===== config.mk =====
export PLATFORM = sky130hd
export DESIGN_NAME = serial_comb_stage_flat
export DESIGN_NICKNAME = d
export VERILOG_FILES = /design/src/rtl/serial_comb_stage_if.sv /design/src/rtl/serial_comb_stage.sv /design/src/flat_wrapper.sv
export SDC_FILE = /design/constraint.sdc
export NUM_CORES = 1
export LEC_CHECK = 0
export ABC_AREA = 1
export CAP_MARGIN = 40
export CELL_PAD_IN_SITES_DETAIL_PLACEMENT = 2
export CELL_PAD_IN_SITES_GLOBAL_PLACEMENT = 2
export CORE_MARGIN = 3
export CORE_UTILIZATION = 34
export DETAILED_ROUTE_END_ITERATION = 6
export GPL_TIMING_DRIVEN = 0
export PLACE_DENSITY = 0.93
export SLEW_MARGIN = 15
export SYNTH_ARGS = -nofsm -noshare
export SYNTH_HDL_FRONTEND = slang
export SYNTH_SLANG_ARGS = --single-unit

===== constraint.sdc =====
create_clock -name clk -period 3.5 [get_ports clk]
set_input_delay 0.7 -clock clk [delete_from_list [all_inputs] [get_ports clk]]
set_output_delay 0.7 -clock clk [all_outputs]
set_load 0.05 [all_outputs]

===== src/rtl/serial_comb_stage_if.sv =====
// Handshake bundle for the bit-serial comb stage: word in on the upstream side, difference out downstream.
interface serial_comb_stage_if #(
  parameter int WORDWIDTH = 8
);
  logic                 in_valid;
  logic                 in_ready;
  logic [WORDWIDTH-1:0] data_in;
  logic                 hist_clr;
  logic                 out_valid;
  logic                 out_ready;
  logic [WORDWIDTH-1:0] out_data;
  logic                 borrow;
  logic                 ovf;

  modport master (
    output in_valid, data_in, hist_clr, out_ready,
    input  in_ready, out_valid, out_data, borrow, ovf
  );

  modport slave (
    input  in_valid, data_in, hist_clr, out_ready,
    output in_ready, out_valid, out_data, borrow, ovf
  );
endinterface


===== src/rtl/serial_comb_stage.sv =====
// Bit-serial comb stage: y[n] = x[n] - x[n-DELAY] mod 2^WORDWIDTH, one full-adder cell, LSB first.
module serial_comb_stage #(
  parameter int WORDWIDTH = 8,
  parameter int DELAY     = 1
) (
  input logic                clk,
  input logic                rst_n,
  serial_comb_stage_if.slave bus
);

  if (WORDWIDTH < 2 || DELAY < 1 || DELAY > 4) begin : g_bad_param
    $error("serial_comb_stage: WORDWIDTH must be >= 2 and DELAY in 1..4");
  end

  localparam int             CNT_W    = $clog2(WORDWIDTH);
  localparam logic [CNT_W-1:0] LAST_BIT = CNT_W'(WORDWIDTH - 1);

  typedef enum logic [1:0] {IDLE, SHIFT, HOLD} state_t;

  function automatic logic fa_sum(input logic a, input logic b, input logic c);
    return a ^ b ^ c;
  endfunction

  function automatic logic fa_carry(input logic a, input logic b, input logic c);
    return (a & b) | (a & c) | (b & c);
  endfunction

  state_t               state_q, state_d;
  logic [WORDWIDTH-1:0] hist_q [DELAY];
  logic [WORDWIDTH-1:0] a_p0, b_p0, res_p0;
  logic                 carry_p0, a_msb_p0, b_msb_p0;
  logic [CNT_W-1:0]     cnt_p0;
  logic [WORDWIDTH-1:0] out_data_p1;
  logic                 borrow_p1, ovf_p1;

  logic                 sum_bit, cout_bit, last_bit;
  logic [WORDWIDTH-1:0] res_shift;

  // Subtraction as A + ~B + 1: carry is preset to 1 on accept, B inverted per bit
  assign sum_bit   = fa_sum(a_p0[0], ~b_p0[0], carry_p0);
  assign cout_bit  = fa_carry(a_p0[0], ~b_p0[0], carry_p0);
  assign res_shift = {sum_bit, res_p0[WORDWIDTH-1:1]};
  assign last_bit  = (cnt_p0 == LAST_BIT);

  always_ff @(posedge clk) begin
    if (!rst_n) state_q <= IDLE;
    else        state_q <= state_d;
  end

  always_comb begin
    state_d = state_q;
    case (state_q)
      IDLE:    if (bus.in_valid && !bus.hist_clr) state_d = SHIFT;
      SHIFT:   if (last_bit) state_d = HOLD;
      HOLD:    if (bus.out_ready) state_d = IDLE;
      default: state_d = IDLE;
    endcase
  end

  always_comb begin
    bus.in_ready  = (state_q == IDLE);
    bus.out_valid = (state_q == HOLD);
  end

  assign bus.out_data = out_data_p1;
  assign bus.borrow   = borrow_p1;
  assign bus.ovf      = ovf_p1;

  // Stage p0: operand load and serial shift; stage p1: word-wide result registers
  always_ff @(posedge clk) begin
    if (!rst_n) begin
      a_p0        <= '0;
      b_p0        <= '0;
      res_p0      <= '0;
      carry_p0    <= 1'b0;
      a_msb_p0    <= 1'b0;
      b_msb_p0    <= 1'b0;
      cnt_p0      <= '0;
      out_data_p1 <= '0;
      borrow_p1   <= 1'b0;
      ovf_p1      <= 1'b0;
      for (int k = 0; k < DELAY; k++) hist_q[k] <= '0;
    end else begin
      case (state_q)
        IDLE: begin
          if (bus.hist_clr) begin
            for (int k = 0; k < DELAY; k++) hist_q[k] <= '0;
          end else if (bus.in_valid) begin
            a_p0     <= bus.data_in;
            b_p0     <= hist_q[DELAY-1];
            a_msb_p0 <= bus.data_in[WORDWIDTH-1];
            b_msb_p0 <= hist_q[DELAY-1][WORDWIDTH-1];
            carry_p0 <= 1'b1;
            cnt_p0   <= '0;
            hist_q[0] <= bus.data_in;
            for (int k = 1; k < DELAY; k++) hist_q[k] <= hist_q[k-1];
          end
        end
        SHIFT: begin
          a_p0     <= a_p0 >> 1;
          b_p0     <= b_p0 >> 1;
          res_p0   <= res_shift;
          carry_p0 <= cout_bit;
          cnt_p0   <= cnt_p0 + 1'b1;
          if (last_bit) begin
            out_data_p1 <= res_shift;
            borrow_p1   <= ~cout_bit;
            ovf_p1      <= (a_msb_p0 != b_msb_p0) && (sum_bit != a_msb_p0);
          end
        end
        default: ;
      endcase
    end
  end

endmodule


===== src/flat_wrapper.sv =====
// flat-port wrapper written by rule: the top's interface ports become plain ports
module serial_comb_stage_flat 
#(
  parameter int WORDWIDTH = 8,
  parameter int DELAY     = 1
)
  (clk, rst_n, bus_in_valid, bus_data_in, bus_hist_clr, bus_out_ready, bus_in_ready, bus_out_valid, bus_out_data, bus_borrow, bus_ovf);
  serial_comb_stage_if #(.WORDWIDTH(WORDWIDTH)) bus_i ();
  input logic clk;
  input logic rst_n;
  input wire logic [$bits(bus_i.in_valid)-1:0] bus_in_valid;
  input wire logic [$bits(bus_i.data_in)-1:0] bus_data_in;
  input wire logic [$bits(bus_i.hist_clr)-1:0] bus_hist_clr;
  input wire logic [$bits(bus_i.out_ready)-1:0] bus_out_ready;
  output wire logic [$bits(bus_i.in_ready)-1:0] bus_in_ready;
  output wire logic [$bits(bus_i.out_valid)-1:0] bus_out_valid;
  output wire logic [$bits(bus_i.out_data)-1:0] bus_out_data;
  output wire logic [$bits(bus_i.borrow)-1:0] bus_borrow;
  output wire logic [$bits(bus_i.ovf)-1:0] bus_ovf;
  assign bus_i.in_valid = bus_in_valid;
  assign bus_i.data_in = bus_data_in;
  assign bus_i.hist_clr = bus_hist_clr;
  assign bus_i.out_ready = bus_out_ready;
  assign bus_in_ready = bus_i.in_ready;
  assign bus_out_valid = bus_i.out_valid;
  assign bus_out_data = bus_i.out_data;
  assign bus_borrow = bus_i.borrow;
  assign bus_ovf = bus_i.ovf;
  serial_comb_stage #(.WORDWIDTH(WORDWIDTH), .DELAY(DELAY)) u_core (.clk(clk), .rst_n(rst_n), .bus(bus_i));
endmodule

### Yosys cells after proc, flatten, opt, wreduce, memory -nomap -nowiden

Memory sizes are Yosys's and may differ from the RTL's.
Index checks and enable logic that the tools add are counted.

| storage, ports and cells | value |
|---|---|
| bits in registers | 42 |
| latch bits | 0 |
| memory bits (writable) | 8 |
| memory bits (read-only) | 0 |
| output and inout port bits | 12 |
| logic and storage cells | 74 |
| memories kept | 1 |

Memories:

| name | words | bits a word | read ports | clocked after Yosys merged registers in | write ports | RTL line | source |
|---|---|---|---|---|---|---|---|
| u_core.hist_q | 1 | 8 | 1 | 0 | 1 | serial_comb_stage.sv:29 | `logic [WORDWIDTH-1:0] hist_q [DELAY];` |

| cells by class | value |
|---|---|
| $add $sub $neg | 1 |
| multipliers | 0 |
| divide/modulo/power cells | 0 |
| order comparisons | 0 |
| equal/unequal tests | 10 |
| shift-type cells | 0 |
| muxes and demuxes | 30 |
| bitwise gates (word level) | 10 |
| reduce and logical (&&, ||, !) cells | 11 |

Operators with widths:

| kind | number |
|---|---|
| two-way mux 8 bit | 6 |
| one-hot mux 8 bit (2 select lines) | 2 |
| OR reduction 8 bit | 2 |
| two-way mux 1 bit | 14 |
| AND reduction 3 bit | 3 |
| two-way mux 2 bit | 3 |
| two-way mux 3 bit | 2 |
| != test 2 bit (second input constant) | 3 |
| one-hot mux 2 bit (3 select lines) | 1 |
| one-hot mux 3 bit (2 select lines) | 1 |
| != test 2 x 1 -> 1 bit (second input constant) | 2 |
| adder 3 x 1 -> 3 bit (second input constant) | 1 |
| AND 1 bit | 3 |
| equality test 3 bit (second input constant) | 1 |
| NOT 1 bit | 3 |
| equality test 2 x 1 -> 1 bit (second input constant) | 1 |
| equality test 2 bit (second input constant) | 1 |
| logical AND 1 bit | 2 |
| zero test 2 bit | 1 |
| != test 1 bit | 2 |
| bitwise OR 1 bit | 2 |
| one-hot mux 1 bit (2 select lines) | 1 |
| AND reduction 2 bit | 1 |
| nonzero test 2 bit | 1 |
| 2 further kinds | 3 |

### Longest topological paths before layout

Gate-level depths: netlist of the first run.

| logic depth | value |
|---|---|
| depth in word-level cells | 7 |
| gate-level depth with buffers | 7 |
| depth with buffers taken out | 7 |

### Worst setup path after synthesis of the first run

Ideal clock, no wire load.

| timing | value |
|---|---|
| path kind | reg-to-reg |
| start | register u_core.state_q[1] |
| end | memory u_core.hist_q[0][0] (enable) |
| library setup time | 0.376 ns |
| data arrival time | 1.648 ns |
| required time | 3.124 ns |
| setup slack | 1.476 ns |
| stages on the path, launching flop included | 4 |
| buffers on the path | 0 |
| cells stage by stage | dfxtp_1 -> nor2_1 -> nand3_1 -> o211ai_1 |

| on the way | value |
|---|---|
| word-level cells in the longest chain between the ends | 7 |
| elaborated cells between the ends (all ways) | 11 |

Ends and longest elaborated chain:

| what | RTL line | source |
|---|---|---|
| from (decl) | serial_comb_stage.sv:28 | `state_t state_q, state_d;` |
| from (signal assigned) | serial_comb_stage.sv:47 | `else state_q <= state_d;` |
| zero test 2 bit (*) | - |  |
| via bus_in_ready | flat_wrapper.sv:15 | `output wire logic [$bits(bus_i.in_ready)-1:0] bus_in_ready;` |
| two-way mux 1 bit | serial_comb_stage.sv:84 | `case (state_q)` |
| two-way mux 1 bit | serial_comb_stage.sv:71 | `if (!rst_n) begin` |
| two-way mux 1 bit (implied by the code) | serial_comb_stage.sv:87 | `for (int k = 0; k < DELAY; k++) hist_q[k] <= '0;` |
| OR reduction 8 bit (no source line) | - |  |
| two-way mux 1 bit (no source line) | - |  |
| two-way mux 1 bit (no source line) (*) | - |  |
| to (decl) | serial_comb_stage.sv:29 |  |

The timed path passes the listed nets; every way through them passes the cells marked *.

### Final worst setup path of the first run

| timing | value |
|---|---|
| start | register u_core.state_q[1] |
| end | output port bus_out_valid |

| on the way | value |
|---|---|
| word-level cells in the longest chain between the ends | 1 |

Ends and longest elaborated chain:

| what | RTL line | source |
|---|---|---|
| equality test 2 bit | serial_comb_stage.sv:62 | `bus.out_valid = (state_q == HOLD);` |
| to (decl) | flat_wrapper.sv:16 | `output wire logic [$bits(bus_i.out_valid)-1:0] bus_out_valid;` |

Every way passes these cells.

==> metrics.md, run 1 <==
| Metric | Value |
|---|---|
| GRT Util Overall | 24.21% |
| Unique masters post-synth | 21 |
| Switching part of the total power | 30.07% |
| Final hold viol count | 0 |
| Final HPWL DP | 5192 microns |
| Resized cells post-CTS | 0 |
| Worst hold path type | reg2reg |
| Sequential share of power | 52.9% |
| FF-to-FF End | u_core.hist_q[0][4] |
| Synth-to-Final Area Change | 19.77% |
| Worst-path cell chain | inv_2 -> nor2_1 -> clkdlybuf4s50_1 |
| Die area | 7360 sq um |
| Psw | 357.7 uW |
| Final Wtd Congestion | 0.8064 |
| WHS Path Cells | 2 |
| Layout net count | 343 |
| Post-synthesis cell count | 296 |
| Ys Warns | 0 |
| CTS buffer count | 5 |
| Worst Tran Pin Value | 609.2 ps |
| GR Overflow Total | 0 |
| Routed Antenna Nets | 0 |
| Placeable Area | 6026 sq um |
| Worst setup EP type | primary output |
| Row cnt | 28 |
| Ant. Diodes | 0 |
| Setup TNS | 0 ps |
| Sequential area share after synthesis | 49.02% |
| # DRC | 0 |
| Clock slew at reported path FFs | 100 ps |
| Count of final max-slew check failures | 0 |
| Cell internal pwr | 831.7 uW |
| RSZ-0062 raised after global routing | no |
| CP arrival | 1800 ps |
| FF+latch count, synth | 49 |
| WHS Endpoint | u_core.bus.out_data[2] |
| DRT iter0 DRCs | 124 |
| Crit-path max FO | 4 |
| Reg2reg path depth | 4 |
| P per Cell Area | 458.8 nW/um^2 |
| Max-slew headroom | 59.38% |
| Most common cell after layout, fill and taps aside | nand2_1 |
| R2r startpoint | u_core.state_q[1] |
| Input/output buffers | 23 |
| Post-CTS setup buffer count | 0 |
| Max stage delay on crit path | 820 ps |
| Syn Area/Cell | 7.313 sq um |
| Syn_nets | 312 |
| CP bufs+invs | 2 |
| Sink Count | 49 |
| Commonest cells after routing, fill and taps aside | nand2_1, nor2_1, dfxtp_1 |
| Initial Util | 35.92% |
| DRT Pass-1 Iters | 4 |
| Max_cap viols | 0 |
| Worst vdd ir | 0.2601 mV |
| Die width | 85.79 microns |
| Critical Path Source Type | flop |
| CTS root buf | clkbuf_8 |
| Layout cell share with drive strength beyond 1 | 7.927% |
| CTS Hold Bufs | 0 |
| CTS tree | yes |
| CP required | 2800 ps |
| H-tree levels | 2 |
| CP top delay family | buffers and inverters |
| Worst hold start | u_core.bus.out_data[2] |
| Largest net degree at the start of global routing | 16 |
| Power, Total | 1189 uW |
| CP max stage cell | clkdlybuf4s50_1 |
| Top-Level Pins | 25 |
| Vias in the first global route | 2320 |
| Clock share of power | 31.4% |
| Die Height | 85.79 microns |
| Deepest clock path buffer count | 2 |
| Clock Latency Late Sink | 310 ps |
| Minimum clock period | 2496 ps |
| Setup CP Type | reg2out |
| Via/cell ratio | 4.998 |
| Final instance area | 2592 sq um |
| Post-synthesis cell area | 2165 sq um |
| WL final | 8207 microns |
| Final worst path period share | 71.30% |
| First-pass GRT wire length | 13440 microns |
| WL per Instance | 20.36 microns |
| DR vias | 2014 |
| Fin Clk Skew | 13.49 ps |
| # setup viols final | 0 |
| Status | complete, no violations |
| Dpl cell area | 2496 sq um |
| Comb pwr share | 15.7% |
| Fmax | 400.7 MHz |
| Reg-to-reg setup timing slack | 1890 ps |
| Initial antenna violation count | 0 |
| Leakage | 0.001190 uW |
## per-stage QoR
step | util [%] | worst slack [ps] | cells | hold WS, ps
5_1_grt | 43.02 | 889.6 | 403 | 508.3
6_report | 43.02 | 1004 | 403 | 471.9
4_1_cts | 43.02 | 986.1 | 403 | 479.3
3_3_place_gp | 41.30 | 1090 | 394 | 452.3
3_5_place_dp | 41.42 | 1196 | 395 | 462.8
2_1_floorplan | - | 1476 | 296 | 428.9
## worst reg2reg max path: cells and delay by family (launching register included)
| kind | cells | cell delay (ps) |
|---|---|---|
| simple gates | 1 | 80 |
| buf+inv | 2 | 380 |
| compound gates | 1 | 490 |
| flops | 1 | 370 |
## cell families after synthesis
group / synth area share, %
buffers and inverters: 9.595
AO/OA/AOI/OAI: 7.052
adder cells (fa/ha/maj): 2.081
AND/OR/NAND/NOR: 32.25
flip-flops: 49.02
## sequential cells by signal (all words and copies together), names as in the netlist, 2 cells and up
name                 count
u_core.b_p0              8
u_core.state_q           2
u_core.res_p0            7
u_core.a_p0              8
u_core.cnt_p0            3
u_core.bus.out_data      8
u_core.hist_q            8
## Yosys cell counts, drive strengths merged
cell type,instances,area share [%]
a21oi,15,3.5
buf,10,3.2
clkbuf,4,0.69
dfxtp,41,38
edfxtp,8,11
fa,1,0.92
ha,2,1.2
inv,33,5.7
nand2,83,15
nand3,24,6.1
nor2,60,12
o211ai,1,0.35
o21ai,14,3.2
## metal layers
layer  vias up  global-route usage (%)  wire (microns)
met2        26                   42.80            4298
met5         -                       0               0
li1        972                       -               -
met4         0                   7.770             186
met3        16                   3.842             194
met1      1000                   30.03            3528
## power groups by stage
stage / registers (uW) / logic [uW] / clock network, uW
floorplan: 632 / 116 / 0
global placement: 636 / 163 / 0
detailed placement: 639 / 178 / 0
CTS: 629 / 190 / 379
global route: 632 / 211 / 408
finish: 629 / 187 / 374
## worst max path at each step
stage / startpoint / end / slack, ps / cells past startpoint
after detailed placement: rst_n / u_core.hist_q[0][1] / 1200 / 4
after global routing: u_core.state_q[1] / bus_out_valid / 890 / 3
final: u_core.state_q[1] / bus_out_valid / 1000 / 3
after CTS: u_core.state_q[1] / bus_out_valid / 990 / 3
after global placement: bus_hist_clr / u_core.hist_q[0][1] / 1090 / 3
after floorplan: u_core.state_q[1] / u_core.hist_q[0][0] / 1480 / 3
## cell type report
| cell class | instances | area (sq um) |
|---|---|---|
| plain buffers | 14 | 83.83 |
| clock buffers | 6 | 82.58 |
| clock inverters | 2 | 13.76 |
| fillers | 728 | 3433 |
| inverters | 33 | 123.9 |
| multi-input cells | 200 | 895.9 |
| flip-flops and latches | 49 | 1061 |
| well taps | 75 | 93.84 |
| repair buffers | 24 | 237.7 |
Power figures use the tool's default switching activity.
==> run 2, diff against run 1 <==
--- a/config.mk
+++ b/config.mk
@@ -10,10 +10,10 @@
 export CELL_PAD_IN_SITES_DETAIL_PLACEMENT = 2
 export CELL_PAD_IN_SITES_GLOBAL_PLACEMENT = 2
 export CORE_MARGIN = 3
-export CORE_UTILIZATION = 34
+export CORE_UTILIZATION = 28
 export DETAILED_ROUTE_END_ITERATION = 6
 export GPL_TIMING_DRIVEN = 0
-export PLACE_DENSITY = 0.93
+export PLACE_DENSITY = 0.83
 export SLEW_MARGIN = 15
 export SYNTH_ARGS = -nofsm -noshare
 export SYNTH_HDL_FRONTEND = slang
==> constraint.sdc (replaced) <==
create_clock -name clk -period 2.15 [get_ports clk]
set_input_delay 0.43 -clock clk [delete_from_list [all_inputs] [get_ports clk]]
set_output_delay 0.43 -clock clk [all_outputs]
set_load 0.05 [all_outputs]
==> run 2 against run 1 <==
  * Highest routed layer unchanged
  * Clock skew down 7.8 ps
  * Critical path type unchanged
  * Hold slack worse by 4.0 ps
  * Clock power up 53%
  * Global-route usage down 7.0 points
==> metrics.md, run 2 (synthesis gave the netlist of run 1 again) <==
| Metric | Value |
|---|---|
| Die Height | 93.93 microns (+9.5%) |
| WHS Path Cells | 2 (unchanged) |
| Fin Clk Skew | 5.739 ps (-7.750 ps) |
| Final instance area | 2613 sq um (+0.77%) |
| WL per Instance | 16.42 microns (-19%) |
| Via/cell ratio | 4.714 (-5.7%) |
| Input/output buffers | 23 (unchanged) |
| Final Wtd Congestion | 0.7495 (-7.1%) |
| Worst setup EP type | primary output |
| DRT iter0 DRCs | 60 (-52%) |
| Commonest cells after routing, fill and taps aside | nand2_1, nor2_1, dfxtp_1 |
| Worst hold path type | reg2reg |
| Worst Tran Pin Value | 600.9 ps (-8.349 ps) |
| R2r startpoint | u_core.state_q[1] |
| WL final | 7012 microns (-15%) |
| Top-Level Pins | 25 (unchanged) |
| Sink Count | 49 (unchanged) |
| CTS buffer count | 5 (unchanged) |
| Dpl cell area | 2526 sq um (+1.2%) |
| First-pass GRT wire length | 11560 microns (-14%) |
| Initial Util | 29.37% (-6.6 points) |
| # DRC | 0 (unchanged) |
| Row cnt | 31 (+11%) |
| Deepest clock path buffer count | 2 (unchanged) |
| Core Util, Final | 35.45% (-7.6 points) |
| Initial antenna violation count | 0 (unchanged) |
| Minimum clock period | 1946 ps |
| CTS tree | yes |
| Hold Slack | 467.8 ps (-4.031 ps) |
| CP required | 1720 ps (-1080 ps) |
| Max_cap viols | 0 (unchanged) |
| Routed Antenna Nets | 0 (unchanged) |
| Clock slew at reported path FFs | 100 ps (about the same) |
| DRT Pass-1 Iters | 4 (unchanged) |
| RSZ-0062 raised after global routing | no |
| H-tree levels | 2 (unchanged) |
| Die area | 8822 sq um (+20%) |
| Count of final max-slew check failures | 0 (unchanged) |
| Crit-path max FO | 4 (unchanged) |
| Critical Path Source Type | flop |
| P per Cell Area | 719.6 nW/um^2 (+57%) |
| Synth-to-Final Area Change | 20.69% |
| Setup CP Type | reg2out |
| GR Overflow Total | 0 (unchanged) |
| Max-slew headroom | 59.94% (+0.56 points) |
| Most common cell after layout, fill and taps aside | nand2_1 |
| FF-to-FF End | u_core.hist_q[0][1] |
| Worst hold start | u_core.bus.out_data[1] |
| Reg-to-reg setup timing slack | 590 ps (-1300 ps) |
| Leakage | 0.001194 uW (+0.40%) |
| CTS root buf | clkbuf_8 |
| Worst vdd ir | 0.2183 mV (-16%) |
| # setup viols final | 0 (unchanged) |
| Setup TNS | 0 ps (unchanged) |
| Clock Latency Late Sink | 320 ps (about the same) |
| Final hold viol count | 0 (unchanged) |
| Layout cell share with drive strength beyond 1 | 7.927% (unchanged) |
| Final HPWL DP | 4819 microns (-7.2%) |
| Vias in the first global route | 2206 (-4.9%) |
| Final worst path period share | 90.51% |
| DR vias | 2013 (-0.050%) |
| Reg2reg path depth | 5 (+1) |
| Die width | 93.93 microns (+9.5%) |
| Largest net degree at the start of global routing | 16 (unchanged) |
| Status | complete, no violations |
| GRT Util Overall | 17.18% (-7.0 points) |
| Fmax | 513.9 MHz |
| Ant. Diodes | 0 (unchanged) |
| WHS Endpoint | u_core.bus.out_data[1] |
| Layout net count | 343 (unchanged) |
| CP arrival | 1520 ps (-280 ps) |
| Placeable Area | 7370 sq um (+22%) |
-- run 2: cell count changes in the layout (fill, tap and decap cells not counted), sizes merged --
cell,delta
clkbuf,-1
dlymetal6s2s,+1
clkdlybuf4s50,-2
inv,+1
dlygate4sd2,+1
-- run 2: where the power goes --
group / internal [uW] / switching [uW] / total (uW)
combinational: 104 / 185 / 289
clock: 227 / 345 / 572
sequential: 987 / 31.7 / 1020
total: 1320 / 562 / 1880
-- run 2: final cells by class --
type                            instances  area [sq um]
Multi-Input combinational cell        200         895.9
Clock inverter                          3         16.27
Fill cell                             883          4757
Inverter                               33         123.9
Buffer                                 14         83.83
Clock buffer                            5         68.82
Timing Repair Buffer                   24         239.0
Tap cell                               99         123.9
Sequential cell                        49          1061
-- run 2: per-stage QoR --
step	worst slack (ps)	total power, uW	instances
global placement	-52.95	1304	418
global route	130.8	1979	427
finish	204.0	1880	427
detailed placement	142.4	1326	419
floorplan	126.2	1218	296
CTS	24.03	1906	427
-- run 2: worst max path at each step --
stage / startpoint / end / slack (ps) / cells after the start
floorplan: u_core.state_q[1] / u_core.hist_q[0][0] / 130 / 3
global route: u_core.state_q[1] / bus_out_valid / 130 / 3
detailed placement: bus_hist_clr / u_core.hist_q[0][4] / 140 / 6
global placement: bus_hist_clr / u_core.hist_q[0][4] / -50 / 3
CTS: u_core.state_q[1] / bus_in_ready / 20 / 2
finish: u_core.state_q[1] / bus_out_valid / 200 / 3
-- run 2: worst max-delay path, cell delays in order, from the launching register on --
cell	delay (ps)
dfxtp_1	420
inv_2	100
nor2_1	130
dlygate4sd2_1	540
-- run 2: what timing repair did --
item / 4_1_cts / 5_1_grt
buffers inserted: 0 / 0
hold buffers: 0 / 0
gates resized for setup: 1 / 1
cloned: 0 / 0
setup endpoints to repair: 1 / 1
-- run 2: routing by layer --
metal  global-route usage, %  vias up  part of all wire (%)
li1                        -      972                     -
met1                   21.17     1012                    45
met2                   29.98       20                    51
met3                   2.644        9                   1.8
met4                   6.498        0                   1.9
met5                       0        -                     0
==> run 3, diff against run 2 <==
--- a/config.mk
+++ b/config.mk
@@ -14,6 +14,8 @@
 export DETAILED_ROUTE_END_ITERATION = 6
 export GPL_TIMING_DRIVEN = 0
 export PLACE_DENSITY = 0.83
+export RECOVER_POWER = 25
+export SETUP_SLACK_MARGIN = 0.05
 export SLEW_MARGIN = 15
 export SYNTH_ARGS = -nofsm -noshare
 export SYNTH_HDL_FRONTEND = slang
==> run 3 against run 2 <==
  * Sequential power about the same
  * Die area unchanged
  * First-iteration DRC count decreased by 12%
==> metrics.md, run 3 (synthesis gave the netlist of run 1 again) <==
| Metric | Value |
|---|---|
| Status | complete, no violations |
| Cell internal pwr | 1315 uW (-0.26%) |
| Deepest clock path buffer count | 2 (unchanged) |
| Fmax | 521.7 MHz (+1.5%) |
| Clock share of power | 30.3% (about the same) |
| Commonest cells after routing, fill and taps aside | nand2_1, nor2_1, dfxtp_1 |
| First-pass GRT wire length | 11560 microns (unchanged) |
| P per Cell Area | 722.5 nW/um^2 (+0.40%) |
| Count of final max-slew check failures | 0 (unchanged) |
| Dpl cell area | 2526 sq um (unchanged) |
| # DRC | 0 (unchanged) |
| # setup viols final | 0 (unchanged) |
| Minimum clock period | 1917 ps (-29.21 ps) |
| Worst vdd ir | 0.2183 mV (about the same) |
| RSZ-0062 raised after global routing | no |
| Comb pwr share | 15.3% (about the same) |
| Row cnt | 31 (unchanged) |
| Setup CP Type | reg2out |
| GR Overflow Total | 0 (unchanged) |
| Final Wtd Congestion | 0.7495 (unchanged) |
| Final worst path period share | 89.15% (-1.4 points) |
| H-tree levels | 2 (unchanged) |
| Max_cap viols | 0 (unchanged) |
| CP max stage cell | clkdlybuf4s50_1 |
| CTS root buf | clkbuf_8 |
| Filler cells | 884 (+0.11%) |
| Largest net degree at the start of global routing | 16 (unchanged) |
| Worst hold path type | reg2reg |
| Worst hold start | u_core.bus.out_data[1] |
| Placeable Area | 7370 sq um (unchanged) |
| Sink Count | 49 (unchanged) |
| Die area | 8822 sq um (unchanged) |
| CTS Hold Bufs | 0 (unchanged) |
| Clock slew at reported path FFs | 90 ps (about the same) |
| WL per Instance | 16.47 microns (+0.30%) |
| Critical Path Source Type | flop |
| Crit-path max FO | 2 (-2) |
| Via/cell ratio | 4.721 (+0.15%) |
| GRT Util Overall | 17.18% (unchanged) |
| WL final | 7033 microns (+0.30%) |
| Max stage delay on crit path | 810 ps (+270 ps) |
| DR vias | 2016 (+0.15%) |
| CP bufs+invs | 1 (-1) |
| Vias in the first global route | 2206 (unchanged) |
| Most common cell after layout, fill and taps aside | nand2_1 |
| R2r startpoint | u_core.state_q[0] |
| Final HPWL DP | 4819 microns (unchanged) |
| Worst-path cell chain | clkdlybuf4s50_1 |
| Die Height | 93.93 microns (unchanged) |
| Layout net count | 343 (unchanged) |
| Initial antenna violation count | 0 (unchanged) |
| Top-Level Pins | 25 (unchanged) |
| Initial Util | 29.37% (unchanged) |
| Clock Latency Late Sink | 320 ps (about the same) |
| CP top delay family | buffers and inverters |
| Sequential share of power | 54.4% (+0.2 points) |
| DRT iter0 DRCs | 53 (-12%) |
| Max-slew headroom | 59.12% (-0.82 points) |
| Synth-to-Final Area Change | 19.77% |
| DRT Pass-1 Iters | 4 (unchanged) |
| CTS tree | yes |
| Hold Slack | 468.5 ps (+0.6390 ps) |
| Die width | 93.93 microns (unchanged) |
| Final instance area | 2592 sq um (-0.77%) |
| Worst setup EP type | primary output |
| Input/output buffers | 23 (unchanged) |
| Ant. Diodes | 0 (unchanged) |
| Leakage | 0.001183 uW (-0.92%) |
| CTS buffer count | 5 (unchanged) |
| Switching part of the total power | 29.81% (-0.079 points) |
| CP startpoint | u_core.bus.out_data[5] |
| Final hold viol count | 0 (unchanged) |
| Worst Tran Pin Value | 610.9 ps (+10.01 ps) |
| Routed Antenna Nets | 0 (unchanged) |
| CP required | 1720 ps (about the same) |
| Fin Clk Skew | 3.774 ps (-1.966 ps) |
| CP arrival | 1490 ps (-30 ps) |
| Layout cell share with drive strength beyond 1 | 6.098% (-1.8 points) |
| Psw | 558.4 uW (-0.64%) |
run 3: repair_timing:
item                       4_1_cts  5_1_grt
setup endpoints to repair        2        0
buffers inserted                 0        0
gates resized for setup          2        0
run 3: power by group through the flow:
| stage | clock (uW) | sequential, uW | combinational [uW] |
|---|---|---|---|
| 6_report | 568 | 1020 | 286 |
| 5_1_grt | 624 | 1030 | 326 |
| 4_1_cts | 592 | 1020 | 293 |
| 3_5_place_dp | 0 | 1040 | 287 |
| 3_3_place_gp | 0 | 1040 | 268 |
| 2_1_floorplan | 0 | 1030 | 188 |
run 3: area by class of cell:
type	instances	area, sq um	area share [%]
Buffer	14	77.57	2.992
Tap cell	99	123.9	4.778
Clock inverter	3	16.27	0.6274
Timing Repair Buffer	24	235.2	9.073
Multi-Input combinational cell	200	885.9	34.17
Clock buffer	5	68.82	2.654
Inverter	33	123.9	4.778
Sequential cell	49	1061	40.93
run 3: final timing paths:
check	end	slack (ps)	cells after the start
hold reg to reg	u_core.bus.out_data[1]	470	2
setup / recovery	bus_out_data[5]	230	1
hold / removal	u_core.bus.out_data[1]	470	2
setup reg to reg	u_core.state_q[0]	340	5
run 3: through the flow:
step                      TNS (ps)  util (%)  cells  worst slack, ps  power [uW]
after global routing             0     35.18    427            164.6        1975
after detailed placement         0     34.28    419            142.4        1326
final                            0     35.18    427            233.2        1873
after global placement      -420.2     34.18    418           -52.95        1304
after CTS                        0     35.40    427            186.5        1905
after floorplan                  0         -    296            126.2        1218
run 3: metal layers:
| layer | track usage [%] | vias to the layer above | routed length (microns) |
|---|---|---|---|
| met5 | 0 | - | 0 |
| met4 | 6.498 | 0 | 130 |
| met3 | 2.644 | 9 | 126 |
| met2 | 29.98 | 20 | 3615 |
| met1 | 21.17 | 1015 | 3162 |
| li1 | - | 972 | - |
